## src/rtl/pad_arb_pkg.sv

```systemverilog
// Shared definitions for pad direction arbiters: controller state encoding,
// parameter limits and the round-robin winner pick used when a pad is idle.
package pad_arb_pkg;

  localparam int NREQ_MIN     = 2;
  localparam int NREQ_MAX     = 8;
  localparam int IDX_W        = 3;
  localparam int TURN_CYC_MIN = 1;
  localparam int TURN_CYC_MAX = 15;
  localparam int CNT_W        = 4;
  localparam int SYNC_STG_MIN = 2;
  localparam int SYNC_STG_MAX = 3;

  typedef enum logic [2:0] {
    IDLE,
    TURN_IN,
    OWN,
    TURN_DIR,
    TURN_OUT
  } arb_state_t;

  // First requester at or after ptr, wrapping modulo n. Only meaningful when
  // at least one of the low n request bits is set; returns ptr otherwise.
  function automatic logic [IDX_W-1:0] rr_pick(input logic [NREQ_MAX-1:0] reqs,
                                               input logic [IDX_W-1:0]    ptr,
                                               input int                  n);
    int               slot;
    logic [IDX_W-1:0] sidx;
    rr_pick = ptr;
    // Walk from the farthest slot back to ptr so the nearest hit wins.
    for (int k = NREQ_MAX - 1; k >= 0; k--) begin
      if (k < n) begin
        slot = int'(ptr) + k;
        if (slot >= n) slot = slot - n;
        sidx = IDX_W'(slot);
        if (reqs[sidx]) rr_pick = sidx;
      end
    end
  endfunction

endpackage

```

## src/rtl/pad_in_sync.sv

```systemverilog
// Enabled multi-stage synchronizer for a pad input. The chain shifts only
// while en is high and holds otherwise, so a floating pad input cannot ripple
// through to the consumer. q is the last stage.
module pad_in_sync #(
  parameter int STG = 2
) (
  input  logic clk,
  input  logic rst,
  input  logic en,
  input  logic d,
  output logic q
);

  logic [STG-1:0] stg;

  // Shift the sampled pad value toward q while the input buffer is enabled.
  always_ff @(posedge clk or posedge rst) begin
    if (rst) begin
      // NOTE: the chain is reset (not left to power-up) so q leaves reset at a known 0.
      stg <= '0;
    end else if (en) begin
      stg <= {stg[STG-2:0], d};
    end
  end

  assign q = stg[STG-1];

endmodule

```

## src/rtl/pad_dir_arb.sv

```systemverilog
// Direction arbiter for one shared bidirectional pad. Grants ownership
// round-robin among NREQ functions and keeps the pad driver off for TURN_CYC
// cycles between owners and on every input-to-output turnaround, so two
// drivers never overlap. The pad input is synchronized back to the owner.
// Optional ownership timeout: define PAD_DIR_ARB_TIMEOUT_EN to add parameter
// MAX_OWN and output timeout_pulse; without it ownership is unbounded.
module pad_dir_arb
  import pad_arb_pkg::*;
#(
  parameter int NREQ     = 2,
  parameter int TURN_CYC = 2,
  parameter int SYNC_STG = 2
`ifdef PAD_DIR_ARB_TIMEOUT_EN
  ,
  parameter int MAX_OWN  = 256
`endif
) (
  input  logic            clk,
  input  logic            rst,
  input  logic [NREQ-1:0] req,
  input  logic [NREQ-1:0] oe_req,
  input  logic [NREQ-1:0] od_in,
  output logic [NREQ-1:0] grant,
  output logic            pad_oen,
  output logic            pad_ien,
  output logic            pad_od,
  input  logic            pad_id,
  output logic            id_sync,
  output logic            busy
`ifdef PAD_DIR_ARB_TIMEOUT_EN
  ,
  output logic            timeout_pulse
`endif
);

  // Elaboration-time parameter range checks.
  if (NREQ < NREQ_MIN || NREQ > NREQ_MAX) begin : g_bad_nreq
    $error("pad_dir_arb: NREQ must be in 2..8");
  end
  if (TURN_CYC < TURN_CYC_MIN || TURN_CYC > TURN_CYC_MAX) begin : g_bad_turn
    $error("pad_dir_arb: TURN_CYC must be in 1..15");
  end
  if (SYNC_STG < SYNC_STG_MIN || SYNC_STG > SYNC_STG_MAX) begin : g_bad_sync
    $error("pad_dir_arb: SYNC_STG must be in 2..3");
  end

  localparam logic [CNT_W-1:0] TURN_LD  = CNT_W'(TURN_CYC);
  localparam logic [CNT_W-1:0] CNT_ONE  = CNT_W'(1);
  localparam logic [IDX_W-1:0] LAST_IDX = IDX_W'(NREQ - 1);
  localparam logic [IDX_W-1:0] IDX_ONE  = IDX_W'(1);

  arb_state_t           state;
  logic [IDX_W-1:0]     owner;     // winner in TURN_IN, owner in OWN/TURN_DIR/TURN_OUT
  logic [IDX_W-1:0]     ptr;       // round-robin start point
  logic [CNT_W-1:0]     cnt;       // dead-time counter
  logic                 dir_ok;    // owner has already paid the turnaround to drive
  logic [NREQ_MAX-1:0]  req_x;
  logic [NREQ_MAX-1:0]  oe_x;
  logic [NREQ_MAX-1:0]  od_x;
  logic [NREQ_MAX-1:0]  req_elig;
  logic [NREQ-1:0]      owner_oh;
  logic                 force_out;

  // Widen the per-function vectors to the package maximum so they can be
  // indexed by the fixed-width owner index.
  always_comb begin
    // NOTE: default everything first, then overwrite the live bits; no path leaves a latch.
    req_x = '0;
    oe_x  = '0;
    od_x  = '0;
    req_x[NREQ-1:0] = req;
    oe_x[NREQ-1:0]  = oe_req;
    od_x[NREQ-1:0]  = od_in;
  end

  // One-hot form of the owner index, used to drive grant.
  always_comb begin
    owner_oh = '0;
    for (int i = 0; i < NREQ; i++) begin
      owner_oh[i] = (owner == IDX_W'(i));
    end
  end

`ifdef PAD_DIR_ARB_TIMEOUT_EN
  localparam int             OWN_W    = ($clog2(MAX_OWN + 1) > 8) ? $clog2(MAX_OWN + 1) : 8;
  localparam logic [OWN_W-1:0] OWN_LAST = OWN_W'(MAX_OWN - 1);
  localparam logic [OWN_W-1:0] OWN_ONE  = OWN_W'(1);

  if (MAX_OWN < 2) begin : g_bad_max_own
    $error("pad_dir_arb: MAX_OWN must be at least 2");
  end

  logic [OWN_W-1:0]    own_cnt;   // owned cycles so far, saturating at MAX_OWN-1
  logic [NREQ_MAX-1:0] blocked;   // timed-out owners waiting to drop req

  assign req_elig = req_x & ~blocked;

  // Evict the owner once its budget is spent and someone else is waiting.
  always_comb begin
    force_out = (state == OWN || state == TURN_DIR) && (own_cnt >= OWN_LAST) &&
                req_x[owner] && (|(req_elig[NREQ-1:0] & ~owner_oh));
  end
`else
  assign req_elig  = req_x;
  assign force_out = 1'b0;
`endif

  // Arbitration and pad-direction state machine; every output is a flop here.
  always_ff @(posedge clk or posedge rst) begin
    if (rst) begin
      state   <= IDLE;
      owner   <= '0;
      ptr     <= '0;
      cnt     <= '0;
      dir_ok  <= 1'b0;
      grant   <= '0;
      pad_oen <= 1'b1;
      pad_ien <= 1'b1;
      pad_od  <= 1'b0;
      busy    <= 1'b0;
`ifdef PAD_DIR_ARB_TIMEOUT_EN
      own_cnt       <= '0;
      blocked       <= '0;
      timeout_pulse <= 1'b0;
`endif
    end else begin
`ifdef PAD_DIR_ARB_TIMEOUT_EN
      timeout_pulse <= 1'b0;
      blocked       <= blocked & req_x;
      if ((state == OWN || state == TURN_DIR) && own_cnt < OWN_LAST) begin
        own_cnt <= own_cnt + OWN_ONE;
      end
`endif
      case (state)
        IDLE: begin
          if (|req_elig) begin
            // NOTE: non-blocking assignments so every flop updates from the same pre-edge values.
            owner   <= rr_pick(req_elig, ptr, NREQ);
            cnt     <= TURN_LD;
            pad_ien <= 1'b0;
            busy    <= 1'b1;
            state   <= TURN_IN;
          end
        end

        TURN_IN: begin
          if (!req_x[owner]) begin
            // Winner gave up before ownership started; pointer stays put.
            state   <= IDLE;
            pad_ien <= 1'b1;
            busy    <= 1'b0;
          end else if (cnt == CNT_ONE) begin
            state  <= OWN;
            grant  <= owner_oh;
            dir_ok <= 1'b1;
`ifdef PAD_DIR_ARB_TIMEOUT_EN
            own_cnt <= '0;
`endif
          end else begin
            cnt <= cnt - CNT_ONE;
          end
        end

        OWN, TURN_DIR: begin
          if (!req_x[owner] || force_out) begin
            state   <= TURN_OUT;
            cnt     <= TURN_LD;
            grant   <= '0;
            pad_oen <= 1'b1;
            pad_od  <= 1'b0;
`ifdef PAD_DIR_ARB_TIMEOUT_EN
            if (force_out) begin
              timeout_pulse  <= 1'b1;
              blocked[owner] <= 1'b1;
            end
`endif
          end else if (state == TURN_DIR) begin
            if (cnt == CNT_ONE) begin
              state   <= OWN;
              dir_ok  <= 1'b1;
              pad_oen <= ~oe_x[owner];
              pad_od  <= oe_x[owner] & od_x[owner];
            end else begin
              cnt <= cnt - CNT_ONE;
            end
          end else if (!oe_x[owner]) begin
            // Output-to-input needs no dead time: release the driver at once.
            pad_oen <= 1'b1;
            pad_od  <= 1'b0;
            dir_ok  <= 1'b0;
          end else if (dir_ok) begin
            pad_oen <= 1'b0;
            pad_od  <= od_x[owner];
          end else begin
            // Input-to-output: hold the driver off while the pad settles.
            state   <= TURN_DIR;
            cnt     <= TURN_LD;
            pad_oen <= 1'b1;
            pad_od  <= 1'b0;
          end
        end

        TURN_OUT: begin
          if (cnt == CNT_ONE) begin
            state   <= IDLE;
            pad_ien <= 1'b1;
            busy    <= 1'b0;
            ptr     <= (owner == LAST_IDX) ? '0 : owner + IDX_ONE;
          end else begin
            cnt <= cnt - CNT_ONE;
          end
        end

        default: begin
          state   <= IDLE;
          grant   <= '0;
          pad_oen <= 1'b1;
          pad_ien <= 1'b1;
          pad_od  <= 1'b0;
          busy    <= 1'b0;
        end
      endcase
    end
  end

  pad_in_sync #(
    .STG (SYNC_STG)
  ) u_in_sync (
    .clk (clk),
    .rst (rst),
    .en  (~pad_ien),
    .d   (pad_id),
    .q   (id_sync)
  );

endmodule

```

## config.mk

```make
export PLATFORM = sky130hd
export DESIGN_NAME = pad_dir_arb
export DESIGN_NICKNAME = d
export VERILOG_FILES = /design/src/rtl/pad_arb_pkg.sv /design/src/rtl/pad_in_sync.sv /design/src/rtl/pad_dir_arb.sv
export SDC_FILE = /design/constraint.sdc
export NUM_CORES = 1
export LEC_CHECK = 0
export BUFFER_PORTS_ARGS = -buffer_cell sky130_fd_sc_hd__buf_2
export CORE_ASPECT_RATIO = 1.1
export CORE_UTILIZATION = 30
export DETAILED_ROUTE_END_ITERATION = 16
export HOLD_SLACK_MARGIN = 0.02
export PLACE_DENSITY = 0.57
export SETUP_SLACK_MARGIN = 0.1
export SLEW_MARGIN = 20
export SYNTH_ARGS = -nofsm -noshare
export SYNTH_HDL_FRONTEND = slang
export SYNTH_SLANG_ARGS = --single-unit
```

## constraint.sdc

```tcl
create_clock -name clk -period 2.1 [get_ports clk]
set_input_delay 0.42 -clock clk [delete_from_list [all_inputs] [get_ports clk]]
set_output_delay 0.42 -clock clk [all_outputs]
set_load 0.05 [all_outputs]
```

======== After elaboration in Yosys (flattened, before gate mapping) ========
Cells that the tools add are included.
storage, ports and cells
  bits in registers ....................... 22
  bits of input ports ..................... 9
  output and inout bits ................... 7
  logic and storage cells ................. 125
operators by class
  add/subtract/negate cells ............... 5
  $lt $le $gt $ge ......................... 5
  equal/unequal tests ..................... 17
  mux-type cells .......................... 66
  bitwise gates (word level) .............. 5
  reduce and logical (&&, ||, !) cells .... 16
operators with widths
  kind                                                               count
  two-way mux 3 bit                                                  17
  two-way mux 4 bit                                                  7
  two-way mux 1 bit                                                  26
  one-hot mux 4 bit (4 select lines)                                 1
  AND reduction 4 bit                                                4
  binary-select mux 1 bit (select 3 bit)                             5
  inequality test 2 bit, second input constant                       7
  < comparator 3 x 4 -> 1 bit, second input constant                 3
  inequality test 4 bit, second input constant                       3
  one-hot mux 3 bit (4 select lines)                                 1
  one-hot mux 1 bit (4 select lines)                                 2
  equality test 3 x 1 -> 1 bit, second input constant                2
  equality test 3 x 2 -> 1 bit, second input constant                2
  logical NOT 3 bit                                                  2
  two-way mux 2 bit                                                  3
  one-hot mux 1 bit (2 select lines)                                 3
  one-hot mux 2 bit (3 select lines)                                 1
  AND reduction 2 bit                                                3
  OR reduction 2 bit                                                 3
  subtractor 3 x 2 -> 3 bit, second input constant                   2
  AND reduction 5 bit                                                1
  adder 3 x 1 -> 4 bit, second input constant                        1
  equality test 4 x 1 -> 1 bit, second input constant                1
  greater-or-equal comparator 4 x 2 -> 1 bit, second input constant  1
  other kinds (10)                                                   13

======== Logic depth before layout (Yosys ltp) ========
Gate-level depths: netlist of run 1.
  depth in word-level cells ............... 9
  mapped depth ............................ 8
  depth with buffers taken out ............ 7

======== Hierarchy ========
Synthesis of run 1 repeated with hierarchy kept, for this count alone.
unflattened totals
  cell total of the unflattened synthesis .. 148
  area, all modules ....................... 1,387.6 um^2
by module, submodules not included
  module       instances  cells an instance  area an instance (um^2)  seq. area each (um^2)
  pad_dir_arb  1          143                1,311.3                  503.0
  pad_in_sync  1          5                  76.3                     50.0

======== Worst setup path before layout of run 1 ========
Ideal clock, no wire load.
  path type ............................... reg-to-reg
  start ................................... register cnt[1]
  end ..................................... register busy
  setup time .............................. 0.122 ns
  data arrival time ....................... 1.547 ns
  data required time ...................... 1.978 ns
  setup slack ............................. 0.431 ns
  stages on the path, launching flop included .. 8
  buffers on the path ..................... 0
  clock period less this slack ............ 1.669 ns
  cells stage by stage .................... dfrtp_1 > inv_1 > ha_1 > or3b_2 > a31oi_1 > o221ai_1 > nand2_1 > nand2_1
on the way
  word-level cells in the longest chain between the ends .. 3
RTL lines
  item                             line                source
  start, declared                  pad_dir_arb.sv:55   logic [CNT_W-1:0] cnt;
  start signal, assigned           pad_dir_arb.sv:160  cnt <= cnt - CNT_ONE;
  start signal, assigned           pad_dir_arb.sv:184  cnt <= cnt - CNT_ONE;
  start signal, assigned           pad_dir_arb.sv:210  cnt <= cnt - CNT_ONE;
  equality test 4 x 1 -> 1 bit     pad_dir_arb.sv:204  if (cnt == CNT_ONE) begin
  inequality test 2 bit (no line)  n/a
  AND reduction 4 bit (no line)    n/a
  end signal, assigned             pad_dir_arb.sv:151  busy <= 1'b0;
  end signal, assigned             pad_dir_arb.sv:207  busy <= 1'b0;
  end signal, assigned             pad_dir_arb.sv:220  busy <= 1'b0;
  end, declared                    pad_dir_arb.sv:29   output logic busy
No other way between the ends.
A chain may end at the register's enable or synchronous reset.

======== Final worst setup path of run 1 ========
Ends and elaborated chain as after synthesis.

==> results of run 1 <==
[synth_stat cells (2+ instances only)]
library cell	instances	share of area, %
inv_1	13	3.4
a22o_1	2	1.2
mux2_2	4	3.2
a21o_1	2	1.1
mux2i_1	7	4.9
nand2b_1	3	1.3
buf_2	3	1.1
nor2_1	12	3.2
a21oi_1	12	4.2
nor4_1	2	0.88
nor3_1	5	1.8
nand3_1	2	0.70
nand2_1	12	3.2
o21ai_0	2	0.70
a31oi_1	3	1.3
mux2_4	3	3.2
xnor2_1	2	1.2
ha_1	7	6.1
clkbuf_1	2	0.53
o22ai_1	3	1.3
and3_1	2	0.88
dfstp_2	2	3.7
dfrtp_1	20	35
[power breakdown]
group	total, mW	internal (mW)	switching (mW)
Clock	0.296	0.167	0.129
Combinational	1.28	0.533	0.744
Sequential	0.773	0.582	0.190
Total	2.35	1.28	1.06
[sequential cells by signal, summed over array words and instances, names as in the netlist]
| signal | count |
|---|---|
| owner | 3 |
| state | 3 |
| busy | 1 |
| pad_ien | 1 |
| grant | 2 |
| pad_od | 1 |
| cnt | 4 |
| dir_ok | 1 |
| ptr | 3 |
| u_in_sync.stg | 2 |
| pad_oen | 1 |
[cells by family after synthesis]
logic type                 after synthesis  synth area share, %
DFF                                     22                38.74
xor gates and xnor gates                 3                1.841
AOI/OAI and AO/OA                       35                18.76
and+or+nand+nor                         47                17.53
adders and majority gates                7                6.135
muxes                                   14                11.22
buffers and inverters                   19                5.784
[final timing paths]
kind                         start          endpoint  cells after the start
max in group asynchronous      rst           pad_oen                      3
min reg2reg                pad_ien           pad_ien                      2
min in group clk            pad_id  u_in_sync.stg[0]                      2
max                         cnt[1]              busy                      7
min                            rst  u_in_sync.stg[1]                      3
max reg2reg                 cnt[1]              busy                      7
[critical path, cell delays in order, from the launching register on]
cell	delay, ns
dfrtp_1	0.39
inv_1	0.12
ha_1	0.17
or3b_2	0.52
a31oi_1	0.20
o221ai_1	0.16
nand2_1	0.09
nand2_1	0.05
[routing by layer]
metal,vias up,GRT usage [%],part of all wire (%)
li1,552,-,-
met1,555,14.68,40
met2,30,23.43,54
met3,4,3.681,4.3
met4,0,5.093,1.5
met5,-,0,0
[final cells by class]
type,instances,area (um2)
inverter,13,48.80
timing repair buffer,18,97.59
multi-input combinational,106,792.0
fill,464,2828
clock buffer,4,55.05
sequential,22,553.0
tap,54,67.56
==> results.yml, run 1 <==
status:
  status: "complete, no violations"
logic_synthesis:
  yosysSeqAreaShare_pct: 38.74
  ys_ff_latch: 22
  yosysWarnings: 0
  syn_nets: 163
  async_flop_share_pct: 100.0
  ys.flop_type: "dfrtp_1"
  syn_area_per_cell_um2: 9.712
  synth-edff-count: 0
  synthDistinctLibCells: 45
  syn_inst: 147
  syn_area_um2: 1428
detailed_routing:
  wl_per_cell_um: 13.63
  drc_errors: 0
  vias: 1141
  drt-initial-drc-count: 63
  wirelength_um: 2957
  ant_nets: 0
  vias_per_cell: 5.258
  firstDrtPassIters: 4
cts:
  clockBufferDepth: 2
  cts_setup_buffers: 0
  htree_levels: 1
  cts_tree: "done"
  clkTransAtPathRegs_ns: 0.08
  holdBufCountCts: 0
  cts_buffers: 3
  cts_root_buf: "clkbuf_8"
  worstSkewPairLatency_ns: 0.26
  cts_resized: 0
  numClockSinks: 22
flow_run:
  max_cap_viol_count: 0
timing:
  hold_violations: 0
  rsz0062_at_grt: "no"
  hold_ws_ns: 0.1740
  tightest_slew_ns: 0.4654
  worst_slack_ns: 0.2791
  min_period_over_period_pct: 86.71
  finalMaxSlewViolations: 0
  setup_tns_ns: 0
  slew-limit-headroom_pct: 68.98
  finalSetupViolations: 0
  fmax_ghz: 0.5492
  layout_min_cycle_time_ns: 1.821
  fin_skew_ns: 0.005869
global_route:
  track_usage_pct: 13.16
  grt_pass1_wl_um: 4940
  antenna_found_initial: 0
  grt_max_degree: 23
  grt_remaining_overflow: 0
  grt_pass1_vias: 1081
critical_path:
  startpoint_type: "register"
  setup.worst_path.class: "reg2reg"
  cp.arrival_ns: 1.96
  worst_setup_path_end_kind: "register"
  crit_fanout: 4
  r2r_slack_ns: 0.28
  required_ns: 2.24
finish:
  antennaDiodeCount: 0
  final_common_cell: "dfrtp_1"
  fin_util_pct: 36.34
  area_delta_synth_final_pct: 13.06
  layout.cells.non_filler: 217
  nets: 180
  design_area_um2: 1614
  drive_gt1_share_pct: 24.54
  final_cell_mix: "20 x dfrtp_1, 15 x buf_2, 13 x inv_1"
power:
  power_leakage_nw: 0.7623
  power_mw: 2.346
  ir_worst_vdd_uv: 680.1
  p_per_area_nw_per_um2: 1454
floorplanning:
  rows: 25
  start_util_pct: 32.14
  io_pins: 16
  dieWidth_um: 67.78
  core_area_um2: 4442
  die_h_um: 74.35
  dieArea_um2: 5039
place:
  gp_congestion: 0.9451
  place_ws_ns: 0.3107
  port_buffers: 15
  postPlaceCellArea_um2: 1559
  hpwl_um: 2366
  placed_cells: 213
min_path:
  hold_class: "in2async"
Power figures use the tool's default switching activity.
==> run 2, diff against run 1 <==
--- a/config.mk
+++ b/config.mk
@@ -5,12 +5,12 @@
 export SDC_FILE = /design/constraint.sdc
 export NUM_CORES = 1
 export LEC_CHECK = 0
-export BUFFER_PORTS_ARGS = -buffer_cell sky130_fd_sc_hd__buf_2
 export CORE_ASPECT_RATIO = 1.1
 export CORE_UTILIZATION = 30
 export DETAILED_ROUTE_END_ITERATION = 16
+export DONT_BUFFER_PORTS = 1
 export HOLD_SLACK_MARGIN = 0.02
-export PLACE_DENSITY = 0.57
+export PLACE_DENSITY = 0.55
 export SETUP_SLACK_MARGIN = 0.1
 export SLEW_MARGIN = 20
 export SYNTH_ARGS = -nofsm -noshare
==> constraint.sdc (replaced) <==
create_clock -name clk -period 2.1 [get_ports clk]
set_input_delay 0.105 -clock clk [delete_from_list [all_inputs] [get_ports clk]]
set_output_delay 0.105 -clock clk [all_outputs]
set_load 0.05 [all_outputs]
==> run 2 against run 1 <==
Compared with the run above: clock skew is 0.0037 ns lower; worst setup slack got worse by 0.017 ns; final area down 3.9%; count of clock-buffer cells in the layout did not move; sequential cell count unchanged; power fell by 1.8%; sequential power is 25% higher; register-to-register slack got worse by 0.02 ns; non-clock buffer count decreased by 14; core utilization is 1.4 points lower; maximum frequency is 0.91% lower; die area is the same; critical path type unchanged.
==> results.yml, run 2 (same netlist as run 1, synthesis figures left out) <==
min_path:
  hold_class: "in2reg"
  holdPathStages: 3
  hp-start: "req[1]"
  hold_end: "pad_ien"
critical_path:
  rr_worst_depth: 7
  timing.rr.end: "busy"
  rr_startpoint: "cnt[1]"
  worst_setup_path_end_kind: "register"
  crit_fanout: 4
  r2r_slack_ns: 0.26
  setup.worst_path.class: "reg2reg"
  startpoint_type: "register"
  cp.arrival_ns: 1.98
  required_ns: 2.25
detailed_routing:
  vias: 1082
  vias_per_cell: 5.330
  drt-initial-drc-count: 58
  wl_per_cell_um: 14.72
  drc_errors: 0
  wirelength_um: 2989
  firstDrtPassIters: 4
  ant_nets: 0
global_route:
  grt_pass1_vias: 1142
  grt_pass1_wl_um: 5140
  grt_max_degree: 23
  grt_remaining_overflow: 0
  antenna_found_initial: 0
  track_usage_pct: 13.54
place:
  gp_congestion: 0.9175
  port_buffers: 0
  hpwl_um: 2261
finish:
  antennaDiodeCount: 0
  top_register: "cnt"
  drive_gt1_share_pct: 16.11
  largest_reg_flops: 4
  nets: 166
  final_common_cell: "dfrtp_1"
  final_cell_mix: "20 x dfrtp_1, 13 x inv_1, 12 x nor2_1, 12 x nand2_1, 12 x a21oi_1"
  area_delta_synth_final_pct: 8.677
  fillers: 454
  fin_util_pct: 34.93
power:
  p_per_area_nw_per_um2: 1486
  switching_share_pct: 46.00
  p_clk_share_pct: 13.1
  combPwrFrac_pct: 45.1
  p_switching_mw: 1.060
  ir_worst_vdd_uv: 396.8
  p_int_mw: 1.245
  power_leakage_nw: 0.7045
  seq_power_share_pct: 41.8
timing:
  setup_tns_ns: 0
  min_period_over_period_pct: 87.51
  slew-limit-headroom_pct: 44.61
  fin_skew_ns: 0.002167
  finalSetupViolations: 0
  finalMaxSlewViolations: 0
  tightest_slew_ns: 0.8299
  hold_violations: 0
  fmax_ghz: 0.5442
  rsz0062_at_grt: "no"
  layout_min_cycle_time_ns: 1.838
  hold_ws_ns: 0.2159
cts:
  cts_resized: 0
  clkTransAtPathRegs_ns: 0.08
  numClockSinks: 22
  cts_buffers: 3
  cts_root_buf: "clkbuf_8"
  holdBufCountCts: 2
  worstSkewPairLatency_ns: 0.26
  cts_tree: "done"
  cts_setup_buffers: 0
  clockBufferDepth: 2
  htree_levels: 1
status:
  status: "complete, no violations"
floorplanning:
  start_util_pct: 32.14
  io_pins: 16
  die_h_um: 74.35
  dieWidth_um: 67.78
  core_area_um2: 4442
  rows: 25
  dieArea_um2: 5039
flow_run:
  max_cap_viol_count: 0
## run 2: changes by cell type in the layout (fill, tap and decap cells not counted), sizes merged
cell,before,now
buf,18,2
dlygate4sd3,0,2
## run 2: final cells by class
class	instances	area [um2]	area share (%)
flip-flops and latches	22	553.0	35.65
repair buffers	4	35.03	2.258
inverters	13	48.80	3.145
clock buffers	4	55.05	3.548
multi-input cells	106	792.0	51.05
well taps	54	67.56	4.355
## run 2: how the worst max path moves through the flow
stage / from / to / slack (ns) / depth (start not counted)
after global routing: cnt[1] / ptr[0] / 0.11 / 6
final: cnt[1] / busy / 0.26 / 7
after detailed placement: cnt[1] / busy / 0.27 / 7
after global placement: cnt[1] / busy / 0.36 / 7
after floorplan: cnt[1] / busy / 0.43 / 7
after CTS: cnt[1] / busy / 0.26 / 7
## run 2: metal layers
| metal | GRT usage (%) | vias to the layer above | wire length (um) |
|---|---|---|---|
| met3 | 3.374 | 6 | 123 |
| met2 | 24.31 | 24 | 1556 |
| li1 | - | 525 | - |
| met5 | 0 | - | 0 |
| met4 | 5.093 | 0 | 20 |
| met1 | 15.23 | 527 | 1288 |
## run 2: through the flow
| stage | setup WS (ns) | total power [mW] | instances | instance area [um2] |
|---|---|---|---|---|
| 5_1_grt | 0.1134 | 2.488 | 203 | 1551 |
| 4_1_cts | 0.2591 | 2.323 | 203 | 1551 |
| 2_1_floorplan | 0.4305 | 1.803 | 147 | 1428 |
| 6_report | 0.2624 | 2.305 | 203 | 1551 |
| 3_5_place_dp | 0.2722 | 2.010 | 197 | 1476 |
| 3_3_place_gp | 0.3626 | 1.963 | 197 | 1476 |
## run 2: critical path, cell delays in order (launching register included)
cell      delay (ns)
dfrtp_1         0.38
inv_1           0.11
ha_1            0.17
or3b_2          0.54
a31oi_1         0.20
o221ai_1        0.16
nand2_1         0.09
nand2_1         0.06
## run 2: power groups by stage
stage               logic, mW  clock network (mW)  registers [mW]
global placement        0.997                   0           0.966
global route             1.17               0.326           0.992
CTS                      1.05               0.311           0.962
floorplan               0.954                   0           0.849
finish                   1.04               0.302           0.964
detailed placement       1.04                   0           0.973
==> run 3, diff against run 2 <==
--- a/config.mk
+++ b/config.mk
@@ -6,11 +6,11 @@
 export NUM_CORES = 1
 export LEC_CHECK = 0
 export CORE_ASPECT_RATIO = 1.1
-export CORE_UTILIZATION = 30
+export CORE_UTILIZATION = 50
 export DETAILED_ROUTE_END_ITERATION = 16
 export DONT_BUFFER_PORTS = 1
 export HOLD_SLACK_MARGIN = 0.02
-export PLACE_DENSITY = 0.55
+export PLACE_DENSITY = 0.76
 export SETUP_SLACK_MARGIN = 0.1
 export SLEW_MARGIN = 20
 export SYNTH_ARGS = -nofsm -noshare
==> run 3 against run 2 <==
Compared with the run above: sequential cell count is the same; routed wire length shrank 6.9%; critical path depth shrank 2; hold slack lost 0.036 ns; first-iteration DRC count shrank 43%; final area shrank 4.9%; count of clock-buffer cells in the layout shrank 1; die area shrank 39%; clock skew grew 0.0043 ns; clock power shrank 37%; via count shrank 1.4%; register-to-register slack is essentially flat; critical path type unchanged; highest routed layer unchanged.
==> results.yml, run 3 (same netlist as run 1, synthesis figures left out) <==
finish:
  nets: 164
  antennaDiodeCount: 0
  fillers: 225
  final_common_cell: "dfrtp_1"
  fin_util_pct: 56.93
  top_register: "cnt"
  drive_gt1_share_pct: 14.38
  final_cell_mix: "20 x dfrtp_1, 13 x inv_1, 12 x nor2_1, 12 x nand2_1, 12 x a21oi_1"
  area_delta_synth_final_pct: 3.330
  layout.cells.non_filler: 177
  largest_reg_flops: 4
timing:
  slew-limit-headroom_pct: 42.89
  tightest_slew_ns: 0.8557
  fin_skew_ns: 0.006512
  hold_violations: 0
  layout_min_cycle_time_ns: 1.828
  finalMaxSlewViolations: 0
  fmax_ghz: 0.5470
  min_period_over_period_pct: 87.05
  setup_tns_ns: 0
  rsz0062_at_grt: "no"
  finalSetupViolations: 0
place:
  port_buffers: 0
  hpwl_um: 2079
  gp_congestion: 0.9370
  placed_cells: 172
cts:
  clockBufferDepth: 2
  numClockSinks: 22
  cts_buffers: 3
  cts_root_buf: "clkbuf_4"
  clkTransAtPathRegs_ns: 0.12
  worstSkewPairLatency_ns: 0.30
  htree_levels: 1
  cts_tree: "done"
floorplanning:
  die_h_um: 58.04
  dieWidth_um: 52.95
  rows: 19
  core_area_um2: 2591
  start_util_pct: 55.09
  io_pins: 16
  dieArea_um2: 3073
power:
  ir_worst_vdd_uv: 717.3
  seq_power_share_pct: 45.0
  p_switching_mw: 1.028
  p_clk_share_pct: 8.8
  switching_share_pct: 47.80
  power_leakage_nw: 0.6798
  p_int_mw: 1.123
  p_per_area_nw_per_um2: 1458
  combPwrFrac_pct: 46.2
global_route:
  grt_pass1_vias: 1094
  antenna_found_initial: 0
  grt_remaining_overflow: 0
  track_usage_pct: 22.00
  grt_pass1_wl_um: 4899
  grt_max_degree: 23
critical_path:
  crit_start: "owner[0]"
  crit_fanout: 10
  crit_chain: "mux2i_1 -> nor2_1 -> a41oi_1 -> o21ai_1 -> mux2_2"
  rr_startpoint: "owner[0]"
  setup.worst_path.class: "reg2reg"
  required_ns: 2.30
  cp.arrival_ns: 2.03
  cp_slowest_cell: "dfrtp_1"
  cp_slowest_stage_delay_ns: 0.59
  worst_setup_path_end_kind: "register"
  startpoint_type: "register"
detailed_routing:
  wl_per_cell_um: 15.72
  firstDrtPassIters: 4
  ant_nets: 0
  wirelength_um: 2783
  drc_errors: 0
  drt-initial-drc-count: 33
  vias_per_cell: 6.028
  vias: 1067
min_path:
  hp-start: "req[1]"
  hold_class: "in2reg"
flow_run:
  max_cap_viol_count: 0
status:
  status: "complete, no violations"
==> run 3: changes by cell type in the layout (fill, tap and decap cells not counted), sizes merged <==
cell    previous run  this run
buf                2         0
clkbuf             4         3
==> run 3: worst paths after layout <==
kind	cells after the start	end	slack (ns)
setup / recovery	5	grant[0]	0.27
hold / removal	3	pad_ien	0.18
setup reg to reg	5	grant[0]	0.27
hold reg to reg	1	cnt[1]	0.49
max in group asynchronous	2	cnt[1]	1.17
min in group asynchronous	2	u_in_sync.stg[1]	0.40
==> run 3: stage by stage <==
| stage | power [mW] | setup WS [ns] | hold slack, ns | area [um2] |
|---|---|---|---|---|
| 3_3_place_gp | 1.920 | 0.3196 | 0.1884 | 1433 |
| 4_1_cts | 2.164 | 0.2566 | 0.1692 | 1475 |
| 3_5_place_dp | 1.967 | 0.2774 | 0.2139 | 1433 |
| 5_1_grt | 2.350 | 0.1009 | 0.2220 | 1475 |
| 2_1_floorplan | 1.803 | 0.4305 | 0.09274 | 1428 |
| 6_report | 2.151 | 0.2719 | 0.1795 | 1475 |
==> run 3: what timing repair did <==
action / CTS / global route
hold buffers: 2 / 0
buffers inserted: 0 / 0
endpoints found under the hold margin: 21 / 0
gates resized for setup: 0 / 0
==> run 3: power by group through the flow <==
stage | Sequential [mW] | Clock (mW) | Combinational, mW
2_1_floorplan | 0.849 | 0 | 0.954
5_1_grt | 1.00 | 0.220 | 1.13
3_5_place_dp | 0.978 | 0 | 0.989
3_3_place_gp | 0.966 | 0 | 0.954
6_report | 0.969 | 0.189 | 0.993
4_1_cts | 0.969 | 0.197 | 0.998
==> run 3: layout make-up <==
| type | count | area (um2) | area share [%] |
|---|---|---|---|
| inverters | 13 | 48.80 | 3.308 |
| clock buffers | 3 | 22.52 | 1.527 |
| repair buffers | 2 | 20.02 | 1.357 |
| well taps | 31 | 38.79 | 2.629 |
| multi-input cells | 106 | 792.0 | 53.69 |
| flip-flops and latches | 22 | 553.0 | 37.49 |
==> run 3: metal layers <==
layer | share of wire (%) | vias up | global-route usage (%)
met4 | 1.6 | 0 | 9.774
li1 | - | 522 | -
met5 | 0 | - | 0
met2 | 51 | 29 | 37.61
met3 | 3.6 | 4 | 3.150
met1 | 44 | 512 | 26.94
==> run 3: worst max-delay path: cells and delay by family (launching register included) <==
kind	cells	cell delay (ns)
flops	1	0.59
compound gates	2	0.31
simple gates	1	0.28
mux	2	0.54
